[config.mk]
export PLATFORM = sky130hd
export DESIGN_NAME = braun_mul_seq
export DESIGN_NICKNAME = d
export VERILOG_FILES = /design/src/rtl/braun_mul_seq.sv
export SDC_FILE = /design/constraint.sdc
export NUM_CORES = 1
export LEC_CHECK = 0
export BUFFER_PORTS_ARGS = -buffer_cell sky130_fd_sc_hd__buf_2
export CAP_MARGIN = 10
export CORE_MARGIN = 4
export CORE_UTILIZATION = 45
export CTS_CLUSTER_SIZE = 10
export DETAILED_ROUTE_END_ITERATION = 10
export PLACE_DENSITY = 0.66
export SLEW_MARGIN = 5
export SYNTH_ARGS = -nofsm -noshare
export SYNTH_HDL_FRONTEND = slang
export SYNTH_SLANG_ARGS = --single-unit
[constraint.sdc]
create_clock -name clk -period 5.5 [get_ports clk]
set_input_delay 1.1 -clock clk [delete_from_list [all_inputs] [get_ports clk]]
set_output_delay 1.1 -clock clk [all_outputs]
set_load 0.1 [all_outputs]
[src/rtl/braun_mul_seq.sv]
// braun_mul_seq -- sequential (4*NIB)x(4*NIB) unsigned multiplier.
//
// Purpose:
//   Computes a*b by time-sharing one combinational 4x4 Braun array.
//   Each cycle in MUL, one nibble pair (a[i], b[j]) goes through the array.
//   The partial product is shifted by 4*(i+j) and added into a 2W-bit accumulator.
//
// Ports:
//   clk          in   1   clock; all state updates on the rising edge
//   rst          in   1   synchronous, active-high reset; aborts any operation
//   start_valid  in   1   a/b are valid
//   start_ready  out  1   block accepts operands (IDLE only, low during rst)
//   a, b         in   W   operands, latched on the accept edge
//   busy         out  1   high in MUL or DONE
//   done_valid   out  1   p holds a completed product
//   done_ready   in   1   consumer takes p
//   p            out  2W  registered product; held until the next result
//
// Handshake: a transfer happens on a rising edge where valid && ready are both
// high. The valid side does not wait on ready. Ready is decoded from the
// registered state only, with the exception that start_ready is also gated by rst.

module Braun_Multiplier (
  input  logic [3:0] a,
  input  logic [3:0] b,
  output logic [7:0] p
);
  // Braun array: carry-save rows of full adders, then a ripple row.
  // After row i, s[j] has weight 2^(i+j) and c[j] has weight 2^(i+j+1).
  logic [3:0] s, c, ns, nc, sh;
  logic       cy;

  always_comb begin
    p  = '0;
    ns = '0;
    nc = '0;
    cy = 1'b0;
    for (int j = 0; j < 4; j++) s[j] = a[j] & b[0];
    c = '0;
    for (int i = 1; i < 4; i++) begin
      p[i-1] = s[0];
      sh     = s >> 1;
      for (int j = 0; j < 4; j++)
        {nc[j], ns[j]} = 2'(a[j] & b[i]) + 2'(sh[j]) + 2'(c[j]);
      s = ns;
      c = nc;
    end
    p[3] = s[0];
    sh   = s >> 1;
    // Final carry-propagate row; the top column has no sum input.
    for (int k = 0; k < 3; k++)
      {cy, p[4+k]} = 2'(sh[k]) + 2'(c[k]) + 2'(cy);
    p[7] = c[3] ^ cy;
  end
endmodule

module braun_mul_seq #(
  parameter int NIB = 2
) (
  input  logic               clk,
  input  logic               rst,
  input  logic               start_valid,
  output logic               start_ready,
  input  logic [4*NIB-1:0]   a,
  input  logic [4*NIB-1:0]   b,
  output logic               busy,
  output logic               done_valid,
  input  logic               done_ready,
  output logic [8*NIB-1:0]   p
);
  localparam int W  = 4 * NIB;
  localparam int PW = 2 * W;
  localparam int CW = (NIB > 1) ? $clog2(NIB) : 1;

  typedef enum logic [1:0] {
    S_IDLE = 2'd0,
    S_MUL  = 2'd1,
    S_DONE = 2'd2
  } state_t;

  state_t          state_q, state_d;
  logic [W-1:0]    a_q, a_d, b_q, b_d;
  logic [PW-1:0]   acc_q, acc_d, p_q, p_d;
  logic [CW-1:0]   i_q, i_d, j_q, j_d;

  logic [3:0]      nib_a, nib_b;
  logic [7:0]      pp;
  logic [PW-1:0]   term;
  logic            last;

  assign nib_a = a_q[4*i_q +: 4];
  assign nib_b = b_q[4*j_q +: 4];

  Braun_Multiplier u_array (
    .a (nib_a),
    .b (nib_b),
    .p (pp)
  );

  always_comb begin
    term = PW'(pp) << (4 * (int'(i_q) + int'(j_q)));
  end

  assign last = (i_q == CW'(NIB - 1)) && (j_q == CW'(NIB - 1));

  // State register (plus datapath registers).
  always_ff @(posedge clk) begin
    if (rst) begin
      state_q <= S_IDLE;
      a_q     <= '0;
      b_q     <= '0;
      acc_q   <= '0;
      p_q     <= '0;
      i_q     <= '0;
      j_q     <= '0;
    end else begin
      state_q <= state_d;
      a_q     <= a_d;
      b_q     <= b_d;
      acc_q   <= acc_d;
      p_q     <= p_d;
      i_q     <= i_d;
      j_q     <= j_d;
    end
  end

  // Next-state and datapath update.
  always_comb begin
    state_d = state_q;
    a_d     = a_q;
    b_d     = b_q;
    acc_d   = acc_q;
    p_d     = p_q;
    i_d     = i_q;
    j_d     = j_q;
    unique case (state_q)
      S_IDLE: begin
        if (start_valid) begin
          a_d     = a;
          b_d     = b;
          acc_d   = '0;
          i_d     = '0;
          j_d     = '0;
          state_d = S_MUL;
        end
      end
      S_MUL: begin
        acc_d = acc_q + term;
        if (last) begin
          // The last term goes straight into p so the result is visible on DONE entry.
          p_d     = acc_q + term;
          state_d = S_DONE;
        end else if (j_q == CW'(NIB - 1)) begin
          j_d = '0;
          i_d = i_q + CW'(1);
        end else begin
          j_d = j_q + CW'(1);
        end
      end
      S_DONE: begin
        if (done_ready) state_d = S_IDLE;
      end
      default: state_d = S_IDLE;
    endcase
  end

  // Outputs decoded from registered state.
  always_comb begin
    start_ready = (state_q == S_IDLE) && !rst;
    busy        = (state_q == S_MUL) || (state_q == S_DONE);
    done_valid  = (state_q == S_DONE);
    p           = p_q;
  end
endmodule
# ---- Yosys cells after proc, flatten, opt, wreduce, memory -nomap -nowiden
# Index checks and enable logic that the tools add are counted.
dict set report totals {
  register_bits 52
  in_bits 20
  out_inout_bits 19
}
dict set report classes {
  add_sub_neg 26
  n_eq_ne 7
  n_shift 3
  muxes 13
  bitwise 17
  n_reduce_logical 12
}
# operator n
set ops {}
lappend ops {{2-bit by 1-bit adder with 2-bit output} 18}
lappend ops {{16-bit case mux with 2 select lines} 1}
lappend ops {{16-bit adder} 1}
lappend ops {{1-bit bitwise AND} 16}
lappend ops {{16-bit 2-to-1 mux} 1}
lappend ops {{8-bit by 4-bit indexed part select with 4-bit output} 2}
lappend ops {{8-bit by 4-bit << shifter with 16-bit output} 1}
lappend ops {{1-bit by 1-bit adder with 2-bit output} 4}
lappend ops {{2-bit != test, second input constant} 4}
lappend ops {{2-bit 2-to-1 mux} 3}
lappend ops {{2-bit case mux with 3 select lines} 1}
lappend ops {{2-bit AND reduction} 3}
lappend ops {{3-bit AND reduction} 2}
lappend ops {{1-bit 2-to-1 mux} 5}
lappend ops {{1-bit case mux with 2 select lines} 2}
lappend ops {{4-bit AND reduction} 1}
lappend ops {{1-bit adder, second input constant} 2}
lappend ops {{2-bit by 1-bit adder with 2-bit output, second input constant} 1}
lappend ops {{2-bit by 1-bit == test with 1-bit output, second input constant} 1}
lappend ops {{2-bit == test, second input constant} 1}
lappend ops {{1-bit logical AND} 2}
lappend ops {{2-bit logical NOT} 1}
lappend ops {{2-bit by 1-bit != test with 1-bit output, second input constant} 1}
lappend ops {{2-bit nonzero test} 1}
lappend ops {{other kinds (3)} 3}

# ---- Logic depth before layout (Yosys ltp)
# Gate-level depths: netlist of run 1.
dict set report logic_depth {
  ltp_word 14
  ltp_mapped 22
  mapped_depth_nobuf 21
}

# ---- Modules after synthesis
# Synthesis of run 1 repeated with hierarchy kept, for this count alone.
dict set report hier_totals {
  hier_cells 421
  area_unflattened_um2 3458.3
}
# module n_inst cells_per_inst area_each_um2
set by_module_without_submodules {}
lappend by_module_without_submodules {braun_mul_seq 1 386 3123.0}
lappend by_module_without_submodules {Braun_Multiplier 1 35 335.3}

# ---- Least setup slack after synthesis of run 1
# OpenSTA, ideal clock, no wires.
dict set report synth_path {
  path_kind {register to register}
  start {register i_q}
  end {register acc_q[15]}
  t_arrival_ps 4980
  setup_slack_ps 403
  stages_incl_launch_ff 23
  path_buffers 2
  synth_period_minus_slack_ps 5097
  cell_sequence {dfxtp_1 clkbuf_1 mux2i_1 nor2_1 ha_1 inv_1 fa_1 fa_1 inv_1 ha_1 inv_1 fa_1 inv_1 fa_1 a22o_1 ha_1 buf_2 a21oi_1 o21ai_1 a221oi_1 o211ai_1 xnor2_1 a22o_1}
}
dict set report synth_via {
  elab_chain_len 14
  elab_cells_between_ends 44
}
# item line_no
set synth_rtl {}
lappend synth_rtl {{from (decl)} 84} ;# logic [CW-1:0] i_q, i_d, j_q, j_d;
lappend synth_rtl {{from (signal assigned)} 122} ;# i_q <= i_d;
lappend synth_rtl {{8-bit by 4-bit indexed part select with 4-bit output} 91} ;# assign nib_a = a_q[4*i_q +: 4];
lappend synth_rtl {{1-bit bitwise AND, on equally long branches} {44, 38}}
lappend synth_rtl {{2-bit by 1-bit adder with 2-bit output (5 in a row)} 44} ;# {nc[j], ns[j]} = 2'(a[j] & b[i]) + 2'(sh[j]) + 2'(c[j]);
lappend synth_rtl {{1-bit by 1-bit adder with 2-bit output} 52} ;# {cy, p[4+k]} = 2'(sh[k]) + 2'(c[k]) + 2'(cy);
lappend synth_rtl {{2-bit by 1-bit adder with 2-bit output (2 in a row)} 52}
lappend synth_rtl {{1-bit XOR} 53} ;# p[7] = c[3] ^ cy;
lappend synth_rtl {{8-bit by 4-bit << shifter with 16-bit output *} 101} ;# term = PW'(pp) << (4 * (int'(i_q) + int'(j_q)));
lappend synth_rtl {{16-bit adder *} 148} ;# acc_d = acc_q + term;
lappend synth_rtl {{16-bit case mux with 2 select lines *} 136} ;# unique case (state_q)
lappend synth_rtl {{to (signal assigned)} 112} ;# acc_q <= '0;
lappend synth_rtl {{to (signal assigned)} 120} ;# acc_q <= acc_d;
lappend synth_rtl {{to (decl)} 83} ;# logic [PW-1:0] acc_q, acc_d, p_q, p_d;
# Mark *: on every way between the ends. The rest lies on a longest branch, timed or not.
# A chain may end at the register's enable or synchronous reset.

# ---- Final worst setup path of run 1
dict set report layout_path {
  start {register i_q}
  end {register p_q[13] (netlist: p[13])}
}
dict set report layout_via {
  elab_chain_len 13
  elab_cells_between_ends 45
}
# item line_no
set layout_rtl {}
lappend layout_rtl {{8-bit by 4-bit indexed part select with 4-bit output} 91}
lappend layout_rtl {{1-bit bitwise AND, on equally long branches} {44, 38}}
lappend layout_rtl {{2-bit by 1-bit adder with 2-bit output (5 in a row)} 44}
lappend layout_rtl {{1-bit by 1-bit adder with 2-bit output} 52}
lappend layout_rtl {{2-bit by 1-bit adder with 2-bit output (2 in a row)} 52}
lappend layout_rtl {{1-bit XOR} 53}
lappend layout_rtl {{8-bit by 4-bit << shifter with 16-bit output} 101}
lappend layout_rtl {{16-bit adder} 151} ;# p_d = acc_q + term;
lappend layout_rtl {{to (signal assigned)} 121} ;# p_q <= p_d;
lappend layout_rtl {{to (decl)} 83}
# Several ways; a longest one is shown, not always the timed one.

==> summary by stage, run 1 <==
Cells and area
Fill cells in the final layout number 730. The number of antenna diodes in the final layout is 0. The final layout contains about 500 nets. The final cell count without fillers is 534. The ratio of cells with drive above 1 in the final layout is between 10% and 20%. Compared with the post-synthesis result, the final layout area differs by 11.3%.

Route
The number of DRC violations after detailed routing is 0. For this block, wires on met1 add up to 3.63 mm. The final route contains 2,865 vias. The final layout contains routed wiring with a total length of 7.58 mm. Summed over all nets, wire length on met2 after detailed routing comes to about 3.4 mm. The met3 routed wirelength is 412 µm. After detailed routing, the number of vias per cell comes to about 5.4. The uppermost layer routed is met4. After the first detailed-routing iteration, the DRC count stood at between 150 and 200. After detailed routing, the average wire length per cell comes to 14.2 µm. For this run, the detailed router's first-pass iteration total came to 4.

The post-detailed-route count of antenna-violating nets is 0.

Die
The overall die width is roughly 94 µm. The floorplan step defined a die boundary enclosing between 0.008 and 0.009 mm². For this design the top-level I/O count stands at 39. The core area is between 0.007 and 0.008 mm².

The floorplan has 31 rows. The vertical die dimension is approximately 94 µm. The effective utilization at floorplan is around 46%.

Power and ir drop
The combinational group share of total power is between 30% and 40%. The internal power contribution is ~0.00065 W. The switching part of the total power is 39.6%.

The ratio of total power to cell area is ~290 mW/mm². The reported net switching power is 0.000425 W. The maximum VDD drop is ~0.34 mV.

Sequential cells account for between 40% and 50% of the total power. The design draws ~0.0011 W. The fraction of power consumed by the clock network is about a quarter. The leakage power total is ~1.6 nW.

Worst setup path
The worst reg-to-reg path cell count is 21. The worst setup path is captured at a register. The launching point of the worst reg2reg path is i_q$_SDFFE_PP0P_.

Data arrives at the worst endpoint at 5.35 ns. STA classifies the critical path startpoint as a register. The worst-path maximum fanout is 10. The required time of the critical path is between 5 and 6 ns. The origin of the worst setup path is i_q$_SDFFE_PP0P_. The kind of critical path is register to register.

CTS
At the later pin of the worst-skew pair, clock insertion delay measures approximately 0.31 ns. The clock tree from TritonCTS is yes. The number of clock sinks seen by CTS is 52.

Clock-pin slew was measured on the worst setup and hold paths at roughly 0.1 ns. The number of post-CTS setup repair buffers is 0. The deepest clock path buffer count is 2. The number of H-tree levels is 2.

Clock tree synthesis inserted a total of 5 buffers. CTS placed an instance of sky130_fd_sc_hd__clkbuf_8 at the clock tree root.

GRT
Entering global routing, the biggest net connects 52 pins. The all-layer global routing usage is a little under a fifth. The number of global-route vias before repair is approximately 2.8k. The leftover overflow at the end of global routing is 0. The global-route wire length before repair is about 13 mm. The initial antenna violation count came to 0.

Timing
Measured against its own limit, the worst slew margin works out to ~45%. The final hold violation count is 0. The maximum clock skew at final layout is 0.00407 ns. The final number of max-transition violations is 0. After layout, the worst path uses between 90% and 100% of the clock period. Setup repair after global routing left no endpoint under its margin. For the pin with the worst max-slew slack, the measured transition is 0.828 ns. The count of endpoints failing setup in the final report is 0.

The clock period minus final worst setup slack is between 5 and 6 ns. After routing, the total negative slack on setup checks comes to 0 ns. Timing would allow up to between 0.15 and 0.2 GHz.

Yosys
The number of cells produced by synthesis is roughly 410. The number of synthesis warnings is 0. Synthesis inferred between 50 and 60 register bits. Ranked by total cell area, the synthesized netlist is headed by sky130_fd_sc_hd__dfxtp_1 (31%), sky130_fd_sc_hd__ha_1 (8.7%), sky130_fd_sc_hd__nand2_1 (7.9%), sky130_fd_sc_hd__a21oi_1 (5.9%), sky130_fd_sc_hd__fa_1 (5.4%).

The unique cell type count in the Yosys netlist is between 50 and 60. The synthesized net count is approximately 460. The post-synthesis instance area is ~0.0033 mm². sky130_fd_sc_hd__dfxtp_1 takes more of the synthesized area than any other cell. The post-synthesis area per instance is slightly above 8 µm². The commonest cells after synthesis are sky130_fd_sc_hd__nand2_1 (70), sky130_fd_sc_hd__dfxtp_1 (52), sky130_fd_sc_hd__nor2_1 (42), sky130_fd_sc_hd__a21oi_1 (39), sky130_fd_sc_hd__ha_1 (23). The async set-reset flop share out of synthesis is 0%.

The dominant register cell in the synthesized netlist is sky130_fd_sc_hd__dfxtp_1. The most numerous cell in the Yosys netlist is sky130_fd_sc_hd__nand2_1. Summing the sequential cell areas from Yosys gives between 30% and 40% of the chip area. The area fraction of the dominant cell type after synthesis is between 30% and 40%. The number of enable-type register cells in the synthesized netlist is 0.

Worst hold path
The startpoint identified for the worst hold timing path is p[14]$_SDFFE_PP0P_. Along the worst hold path, the cell count comes to 2. The class of the worst hold path is register to register.

Place
Buffers placed on the I/O ports in this run total 38. After detailed placement, the design holds a cell count of roughly 530. The congestion estimate from routability-driven global placement came to 0.903. The detailed placer's ending HPWL is around 5.7 mm.

Outcome
The run finished with clean final reports.

Flow run
The number of maximum-capacitance constraint violations is 0.
power by group through the flow:
stage	combinational, W	clock (W)	sequential [W]
detailed placement	0.000369	0	0.000437
global placement	0.000362	0	0.000436
floorplan	0.000310	0	0.000427
global route	0.000413	0.000288	0.000435
CTS	0.000370	0.000274	0.000428
finish	0.000375	0.000267	0.000431
logic make-up after synthesis:
kind of cell	Yosys count	synth area share [%]
AOI/OAI and AO/OA	97	19.2
xor gates and xnor gates	12	3.17
adders and majority gates	32	14.1
buffers and inverters	39	4.79
DFF	52	31.4
muxes	18	5.58
and+or+nand+nor	157	21.7
worst max-delay path, cell delays in order, from the launching register on:
cell,delay [ns]
sky130_fd_sc_hd__dfxtp_2,0.47
sky130_fd_sc_hd__mux2i_2,0.32
sky130_fd_sc_hd__nor2_1,0.09
sky130_fd_sc_hd__ha_1,0.29
sky130_fd_sc_hd__inv_1,0.05
sky130_fd_sc_hd__fa_1,0.40
sky130_fd_sc_hd__fa_1,0.47
sky130_fd_sc_hd__inv_1,0.06
sky130_fd_sc_hd__ha_1,0.14
sky130_fd_sc_hd__inv_1,0.05
sky130_fd_sc_hd__fa_1,0.40
sky130_fd_sc_hd__inv_1,0.09
sky130_fd_sc_hd__fa_1,0.40
sky130_fd_sc_hd__mux2i_1,0.19
sky130_fd_sc_hd__nor2_1,0.07
sky130_fd_sc_hd__ha_1,0.40
sky130_fd_sc_hd__nand2_1,0.13
sky130_fd_sc_hd__nor3_2,0.28
sky130_fd_sc_hd__nor2_1,0.13
sky130_fd_sc_hd__o21ai_2,0.24
sky130_fd_sc_hd__nor4b_1,0.08
sky130_fd_sc_hd__a211o_1,0.29
sequential cells by signal, indices dropped and copies added, names as in the netlist:
| signal | count |
|---|---|
| b_q | 8 |
| a_q | 8 |
| j_q | 1 |
| i_q | 1 |
| acc_q | 16 |
| p | 16 |
| state_q | 2 |
area by class of cell:
class                           instances  area (µm²)  area share [%]
Timing Repair Buffer                   39         198            5.36
Tap cell                               99         124            3.36
Inverter                               20        75.1            2.03
Sequential cell                        52        1040            28.3
Multi-Input combinational cell        316        2140            58.0
Clock inverter                          3        42.5            1.15
Clock buffer                            5        68.8            1.87
repair_timing:
action                     in CTS  in global routing
resized for setup               0                  8
hold buffers                    0                  0
setup endpoints to repair       0                 11
metal layers:
metal / GRT usage (%) / vias up
met3: 3.29 / 10
met2: 29.7 / 63
met5: 0 / -
met1: 24.5 / 1335
li1: - / 1457
met4: 4.45 / 0
cell usage in the layout, fill, tap and decap left out, types with 7 or more instances in the layout:
cell / count
sky130_fd_sc_hd__inv_1: 20
sky130_fd_sc_hd__mux2i_1: 11
sky130_fd_sc_hd__nand2_1: 70
sky130_fd_sc_hd__buf_2: 38
sky130_fd_sc_hd__a22o_1: 10
sky130_fd_sc_hd__ha_1: 23
sky130_fd_sc_hd__fa_1: 9
sky130_fd_sc_hd__a21oi_1: 39
sky130_fd_sc_hd__a22oi_1: 7
sky130_fd_sc_hd__nor2_1: 42
sky130_fd_sc_hd__xnor2_1: 7
sky130_fd_sc_hd__dfxtp_1: 50
sky130_fd_sc_hd__o21ai_0: 10
per-stage QoR:
step	hold slack [ns]	util, %	cell area, µm²	worst slack, ns
after floorplan	0.422	-	3320	0.403
after global placement	0.438	49.3	3550	0.333
after detailed placement	0.439	49.3	3550	0.171
after CTS	0.454	50.8	3660	0.163
after global routing	0.458	51.1	3690	0.0570
final	0.455	51.1	3690	0.360
worst paths after layout:
kind / end / slack (ns)
max: p[13]$_SDFFE_PP0P_ / 0.36
min: p[14]$_SDFFE_PP0P_ / 0.46
max reg2reg: p[13]$_SDFFE_PP0P_ / 0.36
min reg2reg: p[14]$_SDFFE_PP0P_ / 0.46
(Power assumes the default switching activity.)
==> run 2: changes to the inputs <==
Settings changed: BUFFER_PORTS_ARGS -buffer_cell sky130_fd_sc_hd__buf_2 to -buffer_cell sky130_fd_sc_hd__buf_4.
==> run 2 against run 1 <==
  * Hold slack improved by 0.0011 ns
  * Clock skew grew 0.0085 ns
  * Setup slack improved by 0.031 ns
  * Combinational power up 3%
  * Largest power group unchanged
  * Sequential share of layout area shrank 0.75 points
  * Global-route usage increased by 0.68 points
  * Register-to-register slack improved by 0.03 ns
  * Highest routed layer unchanged
  * Critical path depth is 1 lower
==> summary by stage, run 2 (synthesized netlist as in run 1, its figures left out) <==
Power and ir drop
The analysis attributes to cell leakage a power of between 1.5 and 2 nW. IR analysis of the VDD net gives a maximum drop of 0.393 mV. The ratio of total power to cell area is 288 mW/mm².

CTS
The hold buffer count at CTS is 0. The number of clock sinks seen by CTS is between 50 and 60. The clock tree from TritonCTS is yes.

The number of post-CTS setup repair buffers is 0. The deepest clock path buffer count is 2. The number of gates resized after CTS was 0.

Clock-pin slew was measured on the worst setup and hold paths at 0.10 ns. Clock tree synthesis selected as its root buffer the cell sky130_fd_sc_hd__clkbuf_8. The later pin in the worst-skew pair is clocked with a latency of 0.31 ns. Counting the buffers created by CTS gives 5. The H-tree generated during clock tree synthesis spans 2 levels.

Route
The number of DRC violations after detailed routing is 0. The detailed-router iteration count before antenna repair is 4. After detailed routing, the average wire length per cell comes to around 15 µm.

The detail route stage leaves a number of antenna-violating nets equal to 0. Summed over all layers, the routed wires come to 7.96 mm. After the first detailed-routing iteration, the DRC count stood at 132. Across all layers, the routed design uses between 2k and 3k vias. The number of vias per cell after detailed routing is between 5 and 6.

Die
39 I/O pins were placed. The core area is around 0.0072 mm². The floorplan step set the die height to 93.8 µm. The die is 93.8 µm wide. The effective utilization at floorplan is between 40 and 50%.

The count of standard-cell rows is 31. The floorplan step defined a die boundary enclosing roughly 0.0088 mm².

GRT
In the global route stage, met1 resource usage came out at around a quarter. The number of global-route vias before repair is between 2k and 3k. The global-route wire length before repair is 13.3 mm. Entering global routing, the biggest net connects 52 pins. After global routing, the most crowded layer is met2. The met2 capacity usage during global routing is a little under a third. Summed over all layers, the global routing overflow is 0. The initial antenna violation count is 0. The all-layer global routing usage is between 10% and 20%. For met3 alone, demand over resource in global routing was around 3.1%.

Worst hold path
In this run the worst hold path is classified as register to register. The worst-case hold path end point is p[6]$_SDFFE_PP0P_. In this run the most critical hold path is launched from p[6]$_SDFFE_PP0P_. Along the worst hold path, the cell count comes to 2.

Place
In this run the tool buffered the top-level ports with 38 buffer cells. Prior to clock tree synthesis, the placed netlist has a worst setup slack of ~0.12 ns. Routability-driven placement finished with a final weighted congestion of roughly 0.86. Detailed placement finished with a half-perimeter wire length of between 5 and 6 mm.

In this run, placement finished with an instance count of about 530.

Worst setup path
The worst register-to-register path has a setup slack of 0.39 ns. The worst register-to-register path begins at j_q$_SDFFE_PP0P_. The setup path with the least slack is of type register to register. The required time of the critical path is between 5 and 6 ns. The type of element capturing the critical path is a register. The worst-path maximum fanout is 8. STA classifies the critical path startpoint as a register. The worst reg-to-reg path cell count is 20. The critical path arrival is around 5.3 ns.

The destination of the worst register-to-register timing path is p[14]$_SDFFE_PP0P_.

Timing
The final-layout setup total negative slack is 0 ns. The achievable frequency is slightly below 0.2 GHz. Setup violations remaining at the end of the flow were counted as 0. Setup repair after global routing left no endpoint under its margin. The final worst setup slack is 0.392 ns.

For the final database, setup skew stands at 0.0125 ns. The share of the cycle needed by the critical path after routing is slightly above 90%. The tightest hold path in the finished design has a slack of ~0.46 ns. The final number of max-transition violations is 0. The worst relative slew slack is 45.5%.

The final hold violation count was 0. The clock period minus final worst setup slack is 5.11 ns. The transition at the pin with the smallest max-transition slack is roughly 0.82 ns.

Cells and area
The repair_antennas step left the layout with diodes totalling 0. The growth of design area from synthesis to finish is 14.3%. The final core utilization is 52.5%.

For this run, the number of standard cells in the final layout without fillers is about 530. The commonest non-fill, non-tap cell in the layout is sky130_fd_sc_hd__nand2_1. The count of nets after finishing is ~490.

Of the cells placed in the final design, the portion with a size suffix greater than 1 is 15.6%. The library cells used most frequently in the layout, excluding fill and tap cells, are sky130_fd_sc_hd__nand2_1 (70), sky130_fd_sc_hd__dfxtp_1 (50), sky130_fd_sc_hd__nor2_1 (42).

Outcome
The run finished with clean final reports.

Flow run
The number of maximum-capacitance constraint violations is 0.
==> run 2: layout make-up <==
cell class	count	area, µm²
Fill cell	724	3420
Tap cell	99	124
Clock inverter	3	47.5
Sequential cell	52	1040
Clock buffer	5	68.8
Timing Repair Buffer	39	293
Inverter	20	75.1
Multi-Input combinational cell	316	2140
==> run 2: worst max-delay path by stage <==
stage | start | slack (ns) | to
2_1_floorplan | i_q$_SDFFE_PP0P_ | 0.40 | acc_q[15]$_SDFFE_PP0P_
3_3_place_gp | j_q$_SDFFE_PP0P_ | 0.32 | acc_q[15]$_SDFFE_PP0P_
3_5_place_dp | j_q$_SDFFE_PP0P_ | 0.12 | acc_q[15]$_SDFFE_PP0P_
4_1_cts | j_q$_SDFFE_PP0P_ | 0.11 | acc_q[15]$_SDFFE_PP0P_
5_1_grt | j_q$_SDFFE_PP0P_ | 0.07 | acc_q[15]$_SDFFE_PP0P_
6_report | j_q$_SDFFE_PP0P_ | 0.39 | p[14]$_SDFFE_PP0P_
==> run 2: metrics by stage <==
| step | total power (W) | cell area (µm²) |
|---|---|---|
| 2_1_floorplan | 0.000737 | 3320 |
| 3_3_place_gp | 0.000811 | 3650 |
| 3_5_place_dp | 0.000820 | 3650 |
| 4_1_cts | 0.00110 | 3760 |
| 5_1_grt | 0.00116 | 3790 |
| 6_report | 0.00109 | 3790 |
==> run 2: worst max-delay path, stage by stage (launching register included) <==
cell and delay (ns):
sky130_fd_sc_hd__dfxtp_2 0.44, sky130_fd_sc_hd__mux2i_2 0.36, sky130_fd_sc_hd__nor2_1 0.08, sky130_fd_sc_hd__ha_1 0.29, sky130_fd_sc_hd__inv_1 0.05, sky130_fd_sc_hd__fa_1 0.39, sky130_fd_sc_hd__fa_1 0.54, sky130_fd_sc_hd__inv_1 0.04
sky130_fd_sc_hd__ha_1 0.18, sky130_fd_sc_hd__inv_1 0.08, sky130_fd_sc_hd__fa_1 0.16, sky130_fd_sc_hd__inv_1 0.05, sky130_fd_sc_hd__fa_1 0.46, sky130_fd_sc_hd__a22o_1 0.25, sky130_fd_sc_hd__ha_1 0.34, sky130_fd_sc_hd__a21o_1 0.20
sky130_fd_sc_hd__a21o_1 0.17, sky130_fd_sc_hd__a221o_1 0.37, sky130_fd_sc_hd__or3_1 0.37, sky130_fd_sc_hd__nand3_1 0.09, sky130_fd_sc_hd__a21oi_1 0.06
==> run 2: metal layers <==
layer,wire length [µm],up-vias
li1,-,1453
met2,3680,59
met1,3730,1317
met5,0,-
met4,89,0
met3,460,7
==> run 2: report_power, final <==
group,switching (W),internal [W]
registers,0.0000228,0.000407
clock network,0.000137,0.000137
logic,0.000273,0.000116
